### config.mk
export PLATFORM = sky130hd
export DESIGN_NAME = serial_loader
export DESIGN_NICKNAME = d
export VERILOG_FILES = /design/src/rtl/serial_pkg.sv /design/src/rtl/serial_rx.sv /design/src/rtl/serial_loader.sv
export SDC_FILE = /design/constraint.sdc
export NUM_CORES = 1
export LEC_CHECK = 0
export BUFFER_PORTS_ARGS = -buffer_cell sky130_fd_sc_hd__buf_2
export CAP_MARGIN = 20
export CORE_UTILIZATION = 43
export CTS_CLUSTER_SIZE = 8
export DETAILED_ROUTE_END_ITERATION = 12
export GPL_TIMING_DRIVEN = 0
export HOLD_SLACK_MARGIN = 0.08
export PLACE_DENSITY = 0.6
export RECOVER_POWER = 25
export SYNTH_ARGS = -nofsm -noshare
export SYNTH_HDL_FRONTEND = slang
export SYNTH_SLANG_ARGS = --single-unit
### constraint.sdc
create_clock -name clk -period 2.6 [get_ports clk]
set_input_delay 0.13 -clock clk [delete_from_list [all_inputs] [get_ports clk]]
set_output_delay 0.13 -clock clk [all_outputs]
set_load 0.05 [all_outputs]
### src/rtl/serial_pkg.sv
// Shared definitions for the serial loader: ASCII tokens, receiver and parser
// state encodings, and the hex-digit decoder.
package serial_pkg;

  localparam logic [7:0] CH_DOLLAR = 8'h24;
  localparam logic [7:0] CH_HASH   = 8'h23;
  localparam logic [7:0] CH_SPACE  = 8'h20;
  localparam logic [7:0] CH_CR     = 8'd13;
  localparam logic [7:0] CH_STAR   = 8'h2A;

  // The CSUM_* states are reachable only when the checksum trailer is enabled.
  typedef enum logic [2:0] {
    IDLE, ADDR, DATA_HI, DATA_LO, DONE, CSUM_HI, CSUM_LO, CSUM_END
  } parse_state_t;

  typedef enum logic [1:0] {
    RX_IDLE, RX_START, RX_DATA, RX_STOP
  } rx_state_t;

  typedef struct packed {
    logic       valid;
    logic [3:0] nib;
  } hex_t;

  function automatic hex_t hex_decode(input logic [7:0] c);
    hex_t h;
    h.valid = 1'b1;
    h.nib   = 4'h0;
    if (c >= 8'h30 && c <= 8'h39)      h.nib = 4'(c - 8'h30);
    else if (c >= 8'h41 && c <= 8'h46) h.nib = 4'(c - 8'h37);
    else if (c >= 8'h61 && c <= 8'h66) h.nib = 4'(c - 8'h57);
    else                               h.valid = 1'b0;
    return h;
  endfunction

endpackage

### src/rtl/serial_rx.sv
// Bit-level 8N1 UART receiver: 2-flop synchronizer, mid-bit sampling,
// start-bit glitch rejection, one-cycle rx_valid / rx_ferr strobes.
module serial_rx #(
  parameter int CLK_HZ = 24000000,
  parameter int BAUD   = 115200
) (
  input  logic       clk,
  input  logic       RESET,
  input  logic       rx,
  output logic [7:0] rx_byte,
  output logic       rx_valid,
  output logic       rx_ferr
);
  import serial_pkg::*;

  localparam int BIT_CYC = CLK_HZ / BAUD;
  localparam int CNT_W   = $clog2(BIT_CYC + 1);
  localparam logic [CNT_W-1:0] FULL = CNT_W'(BIT_CYC - 1);
  localparam logic [CNT_W-1:0] HALF = CNT_W'(BIT_CYC / 2 - 1);

  rx_state_t        state;
  logic [2:0]       sync;     // [1] is the synchronized line, [2] its previous value
  logic [CNT_W-1:0] cnt;
  logic [2:0]       bit_idx;
  logic [7:0]       shift;

  always_ff @(posedge clk) begin
    if (RESET) begin
      // Synchronizer presets to the idle level so leaving reset is not seen as a start bit.
      sync     <= 3'b111;
      state    <= RX_IDLE;
      cnt      <= '0;
      bit_idx  <= '0;
      shift    <= '0;
      rx_byte  <= '0;
      rx_valid <= 1'b0;
      rx_ferr  <= 1'b0;
    end else begin
      // NOTE: all state here is updated with non-blocking assignments so every
      // register samples the values from before this edge, matching real flops.
      sync     <= {sync[1:0], rx};
      rx_valid <= 1'b0;
      rx_ferr  <= 1'b0;
      case (state)
        RX_IDLE: begin
          if (sync[2] && !sync[1]) begin
            state <= RX_START;
            cnt   <= '0;
          end
        end
        RX_START: begin
          if (cnt == HALF) begin
            cnt     <= '0;
            bit_idx <= '0;
            state   <= sync[1] ? RX_IDLE : RX_DATA;
          end else begin
            cnt <= cnt + 1'b1;
          end
        end
        RX_DATA: begin
          if (cnt == FULL) begin
            cnt   <= '0;
            shift <= {sync[1], shift[7:1]};
            if (bit_idx == 3'd7) state <= RX_STOP;
            else                 bit_idx <= bit_idx + 1'b1;
          end else begin
            cnt <= cnt + 1'b1;
          end
        end
        RX_STOP: begin
          if (cnt == FULL) begin
            cnt   <= '0;
            state <= RX_IDLE;
            if (sync[1]) begin
              rx_valid <= 1'b1;
              rx_byte  <= shift;
            end else begin
              rx_ferr <= 1'b1;
            end
          end else begin
            cnt <= cnt + 1'b1;
          end
        end
        default: state <= RX_IDLE;
      endcase
    end
  end

endmodule

### src/rtl/serial_loader.sv
// UART-to-RAM loader parsing "$AAAA#HH HH ... HH<CR>" into RAM writes.
// SERIAL_LOADER_CHECKSUM_EN adds a mandatory "*CC" trailer before CR.
module serial_loader #(
  parameter int CLK_HZ = 24000000,
  parameter int BAUD   = 115200,
  parameter int ADDR_W = 11
) (
  input  logic              clk,
  input  logic              RESET,
  input  logic              RxPin,
  output logic              ram_we,
  output logic [ADDR_W-1:0] ram_addr,
  output logic [7:0]        ram_data,
  output logic              busy,
  output logic              frame_done,
  output logic              frame_err,
  output logic [15:0]       byte_count
);
  import serial_pkg::*;

  logic [7:0] rx_byte;
  logic       rx_valid;
  logic       rx_ferr;

  serial_rx #(.CLK_HZ(CLK_HZ), .BAUD(BAUD)) u_rx (
    .clk      (clk),
    .RESET    (RESET),
    .rx       (RxPin),
    .rx_byte  (rx_byte),
    .rx_valid (rx_valid),
    .rx_ferr  (rx_ferr)
  );

  parse_state_t      state;
  logic [2:0]        digit_cnt;
  logic [ADDR_W-1:0] addr;
  logic [3:0]        hi_nib;
  hex_t              hx;
  logic [7:0]        data_byte;
  logic              abort;
`ifdef SERIAL_LOADER_CHECKSUM_EN
  logic [7:0]        sum;
  logic [3:0]        ck_hi;
  logic              ck_ok;
`endif

  assign hx        = hex_decode(rx_byte);
  assign data_byte = {hi_nib, hx.nib};

  // Any byte that cannot continue the open frame ('$' always restarts instead).
  always_comb begin
    // NOTE: assigning a default first keeps every path driven, so no latch is inferred.
    abort = 1'b0;
    if (rx_ferr && state != IDLE) begin
      abort = 1'b1;
    end else if (rx_valid && rx_byte != CH_DOLLAR) begin
      case (state)
        ADDR:    abort = (digit_cnt == 3'd4) ? (rx_byte != CH_HASH) : !hx.valid;
`ifdef SERIAL_LOADER_CHECKSUM_EN
        DATA_HI: abort = !(hx.valid || rx_byte == CH_SPACE || rx_byte == CH_STAR);
        CSUM_HI,
        CSUM_LO: abort = !hx.valid;
        CSUM_END: abort = (rx_byte != CH_CR) || !ck_ok;
`else
        DATA_HI: abort = !(hx.valid || rx_byte == CH_SPACE || rx_byte == CH_CR);
`endif
        DATA_LO: abort = !hx.valid;
        default: abort = 1'b0;
      endcase
    end
  end

  always_ff @(posedge clk) begin
    if (RESET) begin
      state      <= IDLE;
      digit_cnt  <= '0;
      addr       <= '0;
      hi_nib     <= '0;
      ram_we     <= 1'b0;
      ram_addr   <= '0;
      ram_data   <= '0;
      busy       <= 1'b0;
      frame_done <= 1'b0;
      frame_err  <= 1'b0;
      byte_count <= '0;
`ifdef SERIAL_LOADER_CHECKSUM_EN
      sum        <= '0;
      ck_hi      <= '0;
      ck_ok      <= 1'b0;
`endif
    end else begin
      ram_we     <= 1'b0;
      frame_done <= 1'b0;
      frame_err  <= 1'b0;
      if (state == DONE) begin
        frame_done <= 1'b1;
        busy       <= 1'b0;
        state      <= IDLE;
      end else if (abort) begin
        frame_err <= 1'b1;
        busy      <= 1'b0;
        state     <= IDLE;
      end else if (rx_valid) begin
        if (rx_byte == CH_DOLLAR) begin
          state      <= ADDR;
          digit_cnt  <= '0;
          byte_count <= '0;
          busy       <= 1'b1;
`ifdef SERIAL_LOADER_CHECKSUM_EN
          sum        <= '0;
`endif
        end else begin
          case (state)
            ADDR: begin
              // Shifting into an ADDR_W-wide register keeps only the low address bits.
              if (digit_cnt == 3'd4) begin
                state <= DATA_HI;
              end else begin
                addr      <= ADDR_W'({addr, hx.nib});
                digit_cnt <= digit_cnt + 1'b1;
              end
            end
            DATA_HI: begin
              if (hx.valid) begin
                hi_nib <= hx.nib;
                state  <= DATA_LO;
`ifdef SERIAL_LOADER_CHECKSUM_EN
              end else if (rx_byte == CH_STAR) begin
                state <= CSUM_HI;
`else
              end else if (rx_byte == CH_CR) begin
                state <= DONE;
`endif
              end
            end
            DATA_LO: begin
              ram_we   <= 1'b1;
              ram_addr <= addr;
              ram_data <= data_byte;
              addr     <= addr + ADDR_W'(1);
              if (byte_count != 16'hFFFF) byte_count <= byte_count + 16'd1;
`ifdef SERIAL_LOADER_CHECKSUM_EN
              sum      <= sum + data_byte;
`endif
              state    <= DATA_HI;
            end
`ifdef SERIAL_LOADER_CHECKSUM_EN
            CSUM_HI: begin
              ck_hi <= hx.nib;
              state <= CSUM_LO;
            end
            CSUM_LO: begin
              ck_ok <= ({ck_hi, hx.nib} + sum) == 8'h00;
              state <= CSUM_END;
            end
            CSUM_END: state <= DONE;
`endif
            default: ;
          endcase
        end
      end
    end
  end

endmodule
# Word level (Yosys, flattened, before mapping)
# Index checks and enable logic that the tools add are counted.
[totals]
regBits = 94
input_bits = 3
out_inout_bits = 39
wordCells = 144
[classes]
add_sub_neg = 8
order_cmp = 6
n_eq_ne = 27
muxes = 43
n_bitwise = 6
reduce_logical = 35
[ops]
columns = ["op", "count"]
rows = [
  ["$mux W16", 3],
  ["$mux W3", 10],
  ["$mux W8", 3],
  ["$pmux W8 S3", 1],
  ["$pmux W11 S2", 1],
  ["$reduce_and A5 Y1", 4],
  ["$add A16 B1 Y16 const B", 1],
  ["$eq A8 B6 Y1 const B", 2],
  ["$ge A8 B7 Y1 const B", 2],
  ["$le A8 B7 Y1 const B", 2],
  ["$ne A16 B16 Y1 const B", 1],
  ["$ne A8 B6 Y1 const B", 2],
  ["$mux W2", 6],
  ["$mux W4", 3],
  ["$ne A2 B1 Y1 const B", 6],
  ["$reduce_and A6 Y1", 2],
  ["$add A11 B1 Y11 const B", 1],
  ["$mux W1", 11],
  ["$mux W11", 1],
  ["$reduce_bool A2 Y1", 5],
  ["$eq A3 B3 Y1 const B", 3],
  ["$pmux W3 S3", 1],
  ["$add A8 B1 Y8 const B", 1],
  ["$eq A8 B4 Y1 const B", 1],
  ["30 further kinds", 52],
]

# Longest topological paths before layout
# Gate-level depths: netlist of run 1.
[logic_depth]
depth_word = 13
mapped_depth = 10
mapped_depth_nobuf = 8

# Hierarchy
# Synthesis of run 1 repeated with hierarchy kept, for this count alone.
[hier_totals]
cells_unflattened = 570
area_unflattened_um2 = 4732.0
[modules_own_cells]
columns = ["mod", "instances", "cells_per_inst", "area_per_inst_um2", "seq_area_each_um2"]
rows = [
  ["serial_loader", 1, 415, 3293.2, 1201.2],
  ["serial_rx", 1, 155, 1438.9, 680.7],
]

# Worst setup path before layout of run 1
# Ideal clock, no wire load.
[synth_path]
path_type = "reg-to-reg"
startpoint = "reg byte_count[1]"
endpoint = "reg byte_count[13]"
setup_ns = 0.146
arrival_ns = 2.264
required_ns = 2.454
setup_slack_ns = 0.190
path_stages_with_launch = 9
path_buffers = 2
synth_period_minus_slack_ns = 2.410
cell_sequence = "dfxtp_1 > ha_1 > nand2_1 > nor4_1 > a41o_1 > or3_1 > clkbuf_1 > buf_6 > o41ai_2"
[synth_between]
elab_chain_cells = 4
word_cells_on_any_way = 7
classes_between = "1 x add/sub; 1 x eq/ne; 3 x mux; 2 x reduce/logical"
[synth_lines]
columns = ["element", "line_no", "source"]
rows = [
  ["start: declaration", "serial_loader.sv:17", "output logic [15:0] byte_count"],
  ["start signal: assignment", "serial_loader.sv:141", "if (byte_count != 16'hFFFF) byte_count <= byte_count + 16'd1;"],
  ["$add A16 B1 Y16", "serial_loader.sv:141", ""],
  ["$mux W16", "serial_loader.sv:141", ""],
  ["$mux W16", "serial_loader.sv:113", "case (state)"],
  ["$mux W16", "serial_loader.sv:104", "if (rx_byte == CH_DOLLAR) begin"],
]
# Parallel ways exist; a longest one is shown, timed or not. The select of a mux whose other input is x is not followed.
# A chain may end at the register's enable or synchronous reset.

# Worst setup path after layout of run 1
[layout_path]
startpoint = "reg u_rx.rx_byte[0]"
endpoint = "reg ram_addr[8]"
[layout_between]
elab_chain_cells = 13
word_cells_on_any_way = 29
classes_between = "6 x order compare; 5 x eq/ne; 7 x mux; 2 x bitwise; 9 x reduce/logical"
[layout_lines]
columns = ["element", "line_no", "source"]
rows = [
  ["start: declaration", "serial_rx.sv:10", "output logic [7:0] rx_byte,"],
  ["start signal: assignment", "serial_rx.sv:76", "rx_byte <= shift;"],
  ["$ge A8 B7 Y1 or $le A8 B7 Y1 (tied branches)", "serial_pkg.sv:31", "else if (c >= 8'h61 && c <= 8'h66) h.nib = 4'(c - 8'h57);"],
  ["$logic_and A1 B1 Y1", "serial_pkg.sv:31", ""],
  ["$mux W1", "serial_pkg.sv:31", ""],
  ["$mux W1", "serial_pkg.sv:30", "else if (c >= 8'h41 && c <= 8'h46) h.nib = 4'(c - 8'h37);"],
  ["$mux W1", "serial_pkg.sv:29", "if (c >= 8'h30 && c <= 8'h39) h.nib = 4'(c - 8'h30);"],
  ["$logic_or A1 B1 Y1 (2 in series)", "serial_loader.sv:65", "DATA_HI: abort = !(hx.valid || rx_byte == CH_SPACE || rx_byte == CH_CR);"],
  ["$logic_not A1 Y1", "serial_loader.sv:65", ""],
  ["$pmux W1 S3", "serial_loader.sv:57", "case (state)"],
  ["$mux W1", "serial_loader.sv:56", "end else if (rx_valid && rx_byte != CH_DOLLAR) begin"],
  ["$mux W1", "serial_loader.sv:54", "if (rx_ferr && state != IDLE) begin"],
  ["$not A1 Y1 (no line)", "--", ""],
  ["$reduce_and A5 Y1 (no line) (*)", "--", ""],
  ["end signal: assignment", "serial_loader.sv:138", "ram_addr <= addr;"],
  ["end: declaration", "serial_loader.sv:12", "output logic [ADDR_W-1:0] ram_addr,"],
]
# Every way passes the cells marked *; elsewhere a longest branch is shown, timed or not.

==> results of run 1 <==
## path summary, 6_finish.rpt
path,to,cells after the start
min,u_rx.sync[1]$_SDFF_PP1_,1
max reg2reg,ram_addr[8]$_SDFFE_PP0P_,10
min reg2reg,u_rx.sync[1]$_SDFF_PP1_,1
max,ram_addr[8]$_SDFFE_PP0P_,10
## layout make-up
cell class                 count  share of cell area (%)
sequential                    94                    35.3
tap                          136                    3.19
inverter                      18                    1.27
timing repair buffer          47                    4.03
clock inverter                 4                    1.01
clock buffer                  12                    2.91
multi-input combinational    403                    49.5
buffer                        29                    2.79
## worst register-to-register path, cell delays in order, from the launching register on
cell      delay [ns]
dfxtp_2         0.37
inv_1           0.08
ha_1            0.23
and2_1          0.21
a311o_2         0.49
a31o_1          0.24
a211oi_4        0.15
buf_4           0.18
buf_8           0.17
mux2i_1         0.21
nor2_1          0.05
## metal layers
metal  GRT usage (%)  up-vias  share of wire [%]
li1                -     2112                  -
met1            28.4     2027                 46
met2            38.0       95                 48
met3            3.07       15                4.2
met4            9.30        0                1.6
met5               0        -                  0
## metrics by stage
stage / setup TNS (ns) / worst slack [ns] / util, % / std cells / power, W
2_1_floorplan: 0 / 0.190 / - / 546 / 0.00158
3_3_place_gp: -1.62 / -0.139 / 48.5 / 723 / 0.00162
3_5_place_dp: -1.90 / -0.147 / 48.5 / 723 / 0.00162
4_1_cts: 0 / 0.0280 / 50.9 / 742 / 0.00264
5_1_grt: -0.0221 / -0.0137 / 51.0 / 743 / 0.00272
6_report: 0 / 0.0943 / 51.0 / 743 / 0.00261
## layout by cell type, fill, tap and decap left out, types with 18 or more instances in the layout
cell type | synthesis | routed
a21oi_1 | 34 | 34
clkbuf_1 | 22 | 52
dfxtp_1 | 94 | 92
inv_1 | 18 | 18
mux2i_1 | 35 | 35
nand2_1 | 30 | 30
nor2_1 | 81 | 81
o21ai_0 | 28 | 28
## cell usage after synthesis (3+ instances only)
cell type  count  area share, %
a22oi_1        3           0.48
a311oi_1       4           0.75
clkbuf_1      22            1.8
nand2b_1       8            1.1
o21ai_1        6           0.64
nor2b_1        7           0.93
o41ai_1        6            1.1
nand2_1       30            2.4
buf_2          3           0.32
nor3b_1        4           0.64
o41ai_2        3            1.0
a21oi_1       34            3.6
nand3b_1       5           0.80
a31oi_1        4           0.53
o21ai_0       28            3.0
nand4_1        7           0.93
buf_1          3           0.24
and2_1         3           0.40
mux2i_1       35            7.5
inv_1         18            1.4
a211o_1       10            1.9
or3_1          5           0.67
a21o_1         5           0.80
or2_2          4           0.53
nor2_2         4           0.53
nor4_1         8            1.1
nand4b_1       3           0.56
nor3_1         8           0.85
or4_1          3           0.48
nand3_1       12            1.3
and3_1        10            1.3
o211ai_1       3           0.48
dfxtp_1       94             40
or3b_2         4           0.75
a211oi_2       5            1.3
ha_1          10            2.7
o32ai_1        4           0.75
nor2_1        81            6.5
a211oi_1       9            1.4
## report_power, final
group	total [W]	switching (W)	internal, W
sequential	0.00145	0.00000582	0.00145
combinational	0.000139	0.0000987	0.0000402
clock	0.00102	0.000519	0.000501
## logic make-up (layout without fill, tap and decap cells)
logic type | count (synthesis) | in the layout | share of synthesized area, %
compound gates | 143 | 143 | 21.6
fa+ha+maj | 10 | 10 | 2.66
buf+inv | 49 | 110 | 4.63
flops | 94 | 94 | 40.0
mux | 36 | 36 | 7.69
simple gates | 214 | 214 | 23.4
## state kept, by name, summed over array words and instances (netlist names), 3 cells and up, named ones only
name and flops:
u_rx.bit_idx 3, u_rx.shift 8, u_rx.cnt 8, u_rx.rx_byte 8, state 3, hi_nib 4
addr 11, digit_cnt 3, ram_data 8, byte_count 16, ram_addr 11, u_rx.sync 3
## what timing repair did
action                                  CTS  global route
resized for setup                         2            12
endpoints found under the setup margin   27            41
pin swaps                                 1             1
hold buffers                              2             0
hold endpoints to repair                  2             0
setup buffers                             3             1
==> metrics, run 1 <==
Critical Path, Cell by Cell=inv_1 > ha_1 > and2_1 > a311o_2 > a31o_1 > a211oi_4 > buf_4 > buf_8 > mux2i_1 > nor2_1; H-Tree Depth=3; Post-synth EDFFs=0; pin count of the biggest net entering global routing=16; initial DRC count=about 250; crit end category=register; Initial Util=44.9%; Die Area=between 10,000 and 15,000 um^2; final WL=about 12,000 um; predominant post-synthesis flop cell=dfxtp_1; crit-path leading delay family=compound AO/OA/AOI/OAI gates; Multi-input gate area=2640 um^2; Cells after Synth=~550; drt wl/cell=16.4 um; fmax=399 MHz; R2R Setup Slk=around 0.094 ns; I/O pin cnt=42; vias in the first global route=between 4,000 and 5,000; number of max-cap violations=0; power per cell area=490 nW/um^2; R2R Path Start=u_rx.rx_byte[0]$_SDFFE_PP0P_; Yosys warnings=0; syn avg cell area=between 8 and 9 um^2; sequential cell area=about 1900 um^2; measured slew at the worst slew-check pin=~0.86 ns; Synth Register Bits=94; CP Buf/Inv Count=3; fin. max-slew vios=0; cts bufs inserted=9; Hold Slack=a little over 0.4 ns; DP Area=around 5100 um^2; antenna violation net count after detailed routing=0; fillers=~1,100; first-pass GRT wire length=19,900 um; RSZ-0062 raised after global routing=true; Final nets=between 600 and 700; grt ovf=0; Die X=approximately 110 um; Slowest-stage cell, CP=a311o_2; Synth-to-Final Area Change=13.5%; Critical Path AT=roughly 2.7 ns; Bufs on Longest Clock Path=2; port buffer count=slightly above 40; crit path time final=~2.5 ns; Clock Pin Slew Worst Setup and Hold Paths=roughly 0.09 ns; leakage power=1.86 nW; CTS tree=yes; hold crit path type=register to register; library cells used by synthesis=64; Residual DRC=0; Worst-Skew Late Latency=0.37 ns; Pre-antenna DRT Iters=4; Final Cycle Share=96.4%; final instance area=between 5000 and 6000 um^2; die height=107 um; worst vdd rail ir drop=between 0.2 and 0.25 mV; register area share after synthesis=40.0%; max incr delay on CP=between 0.4 and 0.5 ns; clk_skew=around 0.015 ns; Vias=approximately 4,200; n_diodes=0; final setup violation count=0; GP Congestion=around 0.86; Synth Cell Area=about 4700 um^2; core area=between 10,000 and 15,000 um^2; CTS root buf=clkbuf_8; DPL Wire Length=between 8000 and 9000 um; GRT Total Usage=approximately 22%; Final Hold Fails=0; Crit. Startpoint=u_rx.rx_byte[0]$_SDFFE_PP0P_; crit path kind=register to register; initial antenna violation count=0; Worst setup SP type=register; vias per inst=around 5.7; share of cells above drive strength 1=around 11%; CP max FO=10; Relative slew margins=roughly 42%; CTS Sinks=94; Async SR Flop Fraction=0%; status=completed; Synthesized Nets=559; hold wc startpoint=u_rx.sync[0]$_SDFF_PP1_; Worst EP required=2.84 ns; row count=37
Note: power is estimated with default switching activity, not from simulation.
==> inputs of run 2 (changes only) <==
--- a/config.mk
+++ b/config.mk
@@ -7,12 +7,12 @@
 export LEC_CHECK = 0
 export BUFFER_PORTS_ARGS = -buffer_cell sky130_fd_sc_hd__buf_2
 export CAP_MARGIN = 20
-export CORE_UTILIZATION = 43
+export CORE_UTILIZATION = 54
 export CTS_CLUSTER_SIZE = 8
 export DETAILED_ROUTE_END_ITERATION = 12
 export GPL_TIMING_DRIVEN = 0
 export HOLD_SLACK_MARGIN = 0.08
-export PLACE_DENSITY = 0.6
+export PLACE_DENSITY = 0.73
 export RECOVER_POWER = 25
 export SYNTH_ARGS = -nofsm -noshare
 export SYNTH_HDL_FRONTEND = slang
==> metrics, run 2 (same netlist as run 1, synthesis figures left out) <==
status=completed; CP Depth=9; power per cell area=about 500 nW/um^2; CTS Sinks=94; leakage power=~1.9 nW; vias in the first global route=approximately 4,000; CP max FO=10; core area=approximately 8300 um^2; Pre-antenna DRT Iters=5; Die X=~95 um; crit path kind=register to register; hold crit path type=register to register; crit-path leading delay family=compound AO/OA/AOI/OAI gates; CP Buf/Inv Count=2; Hold Slack=about 0.42 ns; max incr delay on CP=~0.45 ns; die height=~95 um; hold wc startpoint=u_rx.sync[0]$_SDFF_PP1_; Die Area=~9100 um^2; CTS root buf=clkbuf_8; drt wl/cell=~17 um; antenna violation net count after detailed routing=0; Final Hold Fails=0; CTS tree=yes; Most flops, register=byte_count; Worst EP required=2.86 ns; R2R Setup Slk=~0.09 ns; fmax=398 MHz; Final Cycle Share=a little over nine tenths; commonest non-fill, non-tap cell in the layout=dfxtp_1; Setup WS pre-CTS=-0.113 ns; cts bufs inserted=9; GRT Total Usage=27.1%; pin count of the biggest net entering global routing=17; crit path time final=~2.5 ns; Clock Pin Slew Worst Setup and Hold Paths=about 0.1 ns; initial DRC count=~220; Relative slew margins=between 40% and 50%; initial antenna violation count=0; first-pass GRT wire length=19,000 um; clk_skew=about 0.016 ns; commonest cells after routing, fill and taps aside=92 x dfxtp_1, 81 x nor2_1, 52 x clkbuf_1; Vias=between 4,000 and 5,000; crit end category=register; Slowest-stage cell, CP=a2111o_1; Synth-to-Final Area Change=12.9%; n_diodes=0; RR Endpoint=addr[2]$_SDFFE_PP0P_; Worst-Skew Late Latency=~0.37 ns; R2R Path Start=u_rx.rx_byte[0]$_SDFFE_PP0P_; I/O pin cnt=42; DPL Wire Length=around 8400 um; fin. max-slew vios=0; H-Tree Depth=3; r2r worst-path depth=9; Final Worst Setup Slack=around 0.088 ns; worst setup path end=addr[2]$_SDFFE_PP0P_; final WL=approximately 12,000 um; Worst setup SP type=register; share of cells above drive strength 1=approximately an eighth; measured slew at the worst slew-check pin=approximately 0.86 ns; number of max-cap violations=0; Residual DRC=0; max reg flops=16; vias per inst=between 6 and 7; Crit. Startpoint=u_rx.rx_byte[0]$_SDFFE_PP0P_; grt ovf=0; Regs by FF count=byte_count (16), addr (11), ram_addr (11); GP Congestion=between 0.8 and 0.9; Power, Total=0.00258 W; Initial Util=56.4%; port buffer count=41; row count=33; worst vdd rail ir drop=0.277 mV; final setup violation count=0; Final nets=around 620; Critical Path, Cell by Cell=inv_1 > ha_1 > or3b_2 > nand4_1 > a21o_1 > a2111o_1 > buf_2 > o21bai_1 > a32o_1; Bufs on Longest Clock Path=2; Critical Path AT=2.77 ns
==> run 2: worst min path at each step <==
stage	slack, ns	to	cells after the start
after detailed placement	0.32	u_rx.sync[0]$_SDFF_PP1_	2
after global placement	0.32	u_rx.sync[0]$_SDFF_PP1_	2
after floorplan	0.23	u_rx.sync[0]$_SDFF_PP1_	1
after CTS	0.42	u_rx.sync[1]$_SDFF_PP1_	1
after global routing	0.44	u_rx.sync[1]$_SDFF_PP1_	1
final	0.42	u_rx.sync[1]$_SDFF_PP1_	1
==> run 2: repair_timing <==
action | CTS | global route
endpoints found under the setup margin | 20 | 39
buffers inserted | 1 | 7
pin swaps | 1 | 2
hold buffers | 2 | 0
resized for setup | 2 | 14
hold endpoints to repair | 2 | 0
==> run 2: area by class of cell <==
type / instances / area [um^2]
fill: 746 / 3030
multi-input combinational: 403 / 2640
sequential: 94 / 1880
timing repair buffer: 51 / 244
buffer: 29 / 148
tap: 105 / 131
clock buffer: 10 / 128
clock inverter: 6 / 68.8
inverter: 18 / 67.6
==> run 2: metal layers <==
| layer | GRT usage (%) | part of all wire (%) | vias to the layer above |
|---|---|---|---|
| met3 | 5.82 | 5.9 | 24 |
| li1 | - | - | 2116 |
| met1 | 34.7 | 45 | 2084 |
| met2 | 44.5 | 47 | 176 |
| met5 | 0 | 0 | - |
| met4 | 10.6 | 1.6 | 0 |
==> run 2: power by group <==
| group | switching, W | internal (W) |
|---|---|---|
| logic | 0.0000972 | 0.0000405 |
| clock network | 0.000537 | 0.000452 |
| registers | 0.00000626 | 0.00145 |
==> run 2: stage by stage <==
stage                     util (%)  instance area (um^2)  instances  TNS (ns)
final                         63.6                  5310        716         0
after CTS                     63.1                  5260        711         0
after detailed placement      60.4                  5040        692     -1.20
after global routing          63.6                  5310        716   -0.0132
after floorplan                  -                  4700        546         0
after global placement        60.4                  5040        692    -0.620
==> inputs of run 3 (changes only) <==
--- a/config.mk
+++ b/config.mk
@@ -7,12 +7,13 @@
 export LEC_CHECK = 0
 export BUFFER_PORTS_ARGS = -buffer_cell sky130_fd_sc_hd__buf_2
 export CAP_MARGIN = 20
-export CORE_UTILIZATION = 54
+export CORE_ASPECT_RATIO = 1.1
+export CORE_UTILIZATION = 35
 export CTS_CLUSTER_SIZE = 8
 export DETAILED_ROUTE_END_ITERATION = 12
 export GPL_TIMING_DRIVEN = 0
 export HOLD_SLACK_MARGIN = 0.08
-export PLACE_DENSITY = 0.73
+export PLACE_DENSITY = 0.51
 export RECOVER_POWER = 25
 export SYNTH_ARGS = -nofsm -noshare
 export SYNTH_HDL_FRONTEND = slang
==> metrics, run 3 (same netlist as run 1, synthesis figures left out) <==
status=completed; grt ovf=0; Hold Slack=~0.15 ns; r2r worst-path depth=10; row count=44; Final Cycle Share=between 90% and 100%; Vias=between 4,000 and 5,000; Setup WS pre-CTS=-0.286 ns; initial DRC count=approximately 320; port buffer count=a little over 40; final WL=around 13,000 um; placed cell count=about 750; n_diodes=0; first-pass GRT wire length=between 20,000 and 25,000 um; Worst-Skew Late Latency=0.35 ns; hold crit path type=primary input to register; antenna violation net count after detailed routing=0; Die Area=between 10,000 and 15,000 um^2; RSZ-0062 raised after global routing=false; Synth-to-Final Area Change=16.1%; share of cells above drive strength 1=between 10% and 20%; Relative slew margins=between 40% and 50%; Final Worst Setup Slack=approximately 0.13 ns; crit path time final=between 2 and 2.5 ns; leakage power=1.92 nW; commonest non-fill, non-tap cell in the layout=dfxtp_1; crit path kind=register to register; power per cell area=526 nW/um^2; initial antenna violation count=0; measured slew at the worst slew-check pin=between 0.8 and 0.9 ns; Slowest-stage cell, CP=a311o_2; CP max FO=10; core area=around 13,000 um^2; DPL Wire Length=a little over 9000 um; final core utilization=between 40% and 50%; vias per inst=between 5 and 6; Final Hold Fails=0; final cell count without fillers=between 700 and 800; crit end category=register; fillers=1,355; Final nets=615; Power, Total=between 0.002 and 0.003 W; Most flops, register=byte_count; Critical Path, Cell by Cell=inv_1 > ha_1 > and2_1 > a311o_2 > a31o_1 > a211oi_4 > buf_4 > buf_8 > mux2i_1 > nor2_1; Residual DRC=0; CP Buf/Inv Count=3; Critical Path AT=2.69 ns; H-Tree Depth=3; CTS root buf=clkbuf_16; vias in the first global route=between 3,000 and 4,000; worst vdd rail ir drop=approximately 0.28 mV; fmax=between 400 and 500 MHz; CTS tree=yes; Bufs on Longest Clock Path=2; max reg flops=16; Clock Pin Slew Worst Setup and Hold Paths=0.07 ns; GRT Total Usage=19.4%; commonest cells after routing, fill and taps aside=92 x dfxtp_1, 81 x nor2_1, 49 x clkbuf_1; I/O pin cnt=42; crit-path leading delay family=compound AO/OA/AOI/OAI gates; pin count of the biggest net entering global routing=17; CP Depth=10; drt wl/cell=approximately 17 um; final setup violation count=0; Worst setup SP type=register; CTS Sinks=94; Worst EP required=2.82 ns; Cells on Worst Hold Path=3; Die X=approximately 110 um; Initial Util=between 30% and 40%; Regs by FF count=byte_count (16), addr (11), ram_addr (11); Pre-antenna DRT Iters=4; GP Congestion=approximately 0.85; max incr delay on CP=~0.42 ns; cts bufs inserted=9; number of max-cap violations=0; clk_skew=0.00797 ns; die height=roughly 120 um; fin. max-slew vios=0
-- run 3: changes by cell type in the layout (fill, tap and decap cells not counted), moves of 2 or more --
cell / before / now
clkbuf_16: 0 / 9
clkbuf_8: 9 / 1
buf_2: 11 / 15
buf_4: 8 / 5
clkbuf_1: 52 / 49
a41oi_1: 2 / 0
a41oi_2: 0 / 2
-- run 3: worst reg2reg max path, cell delays in order (launching register included) --
cell and delay (ns):
dfxtp_2 0.37, inv_1 0.08, ha_1 0.24, and2_1 0.21, a311o_2 0.42, a31o_1 0.25
a211oi_4 0.18, buf_4 0.16, buf_8 0.16, mux2i_1 0.21, nor2_1 0.06
-- run 3: per-stage QoR --
stage               setup TNS, ns  area (um^2)
floorplan                       0         4700
global placement            -3.54         5110
detailed placement          -4.73         5110
CTS                             0         5440
global route                    0         5460
finish                          0         5460
-- run 3: path summary, 6_finish.rpt --
path	start	endpoint	slack [ns]
setup reg to reg	u_rx.rx_byte[0]$_SDFFE_PP0P_	ram_addr[7]$_SDFFE_PP0P_	0.13
setup / recovery	u_rx.rx_byte[0]$_SDFFE_PP0P_	ram_addr[7]$_SDFFE_PP0P_	0.13
hold / removal	RESET	byte_count[15]$_SDFFE_PP0P_	0.15
hold reg to reg	u_rx.sync[0]$_SDFF_PP1_	u_rx.sync[1]$_SDFF_PP1_	0.41
-- run 3: power by group --
group	switching, W	internal [W]
Clock	0.000592	0.000686
Sequential	0.00000606	0.00145
Combinational	0.0000976	0.0000393
-- run 3: layout make-up --
cell class                 instances  area (um^2)  share of cell area [%]
buffer                            29          145                    2.66
inverter                          18         67.6                    1.24
tap                              161          201                    3.69
multi-input combinational        403         2660                    48.8
clock buffer                      11          243                    4.45
sequential                        94         1880                    34.5
clock inverter                     5         40.0                   0.734
timing repair buffer              47          215                    3.94
-- run 3: what timing repair did --
action / 4_1_cts / 5_1_grt
setup buffers: 5 / 0
endpoints found under the hold margin: 1 / 0
setup endpoints to repair: 38 / 46
hold buffers: 1 / 0
gates resized for setup: 2 / 16
pin swaps: 1 / 1
-- run 3: routing by layer --
layer	wire length (um)	vias up	GRT usage, %
li1	-	2113	-
met1	6060	2050	24.2
met2	6240	71	33.5
met3	382	19	2.75
met4	249	0	8.33
met5	0	-	0
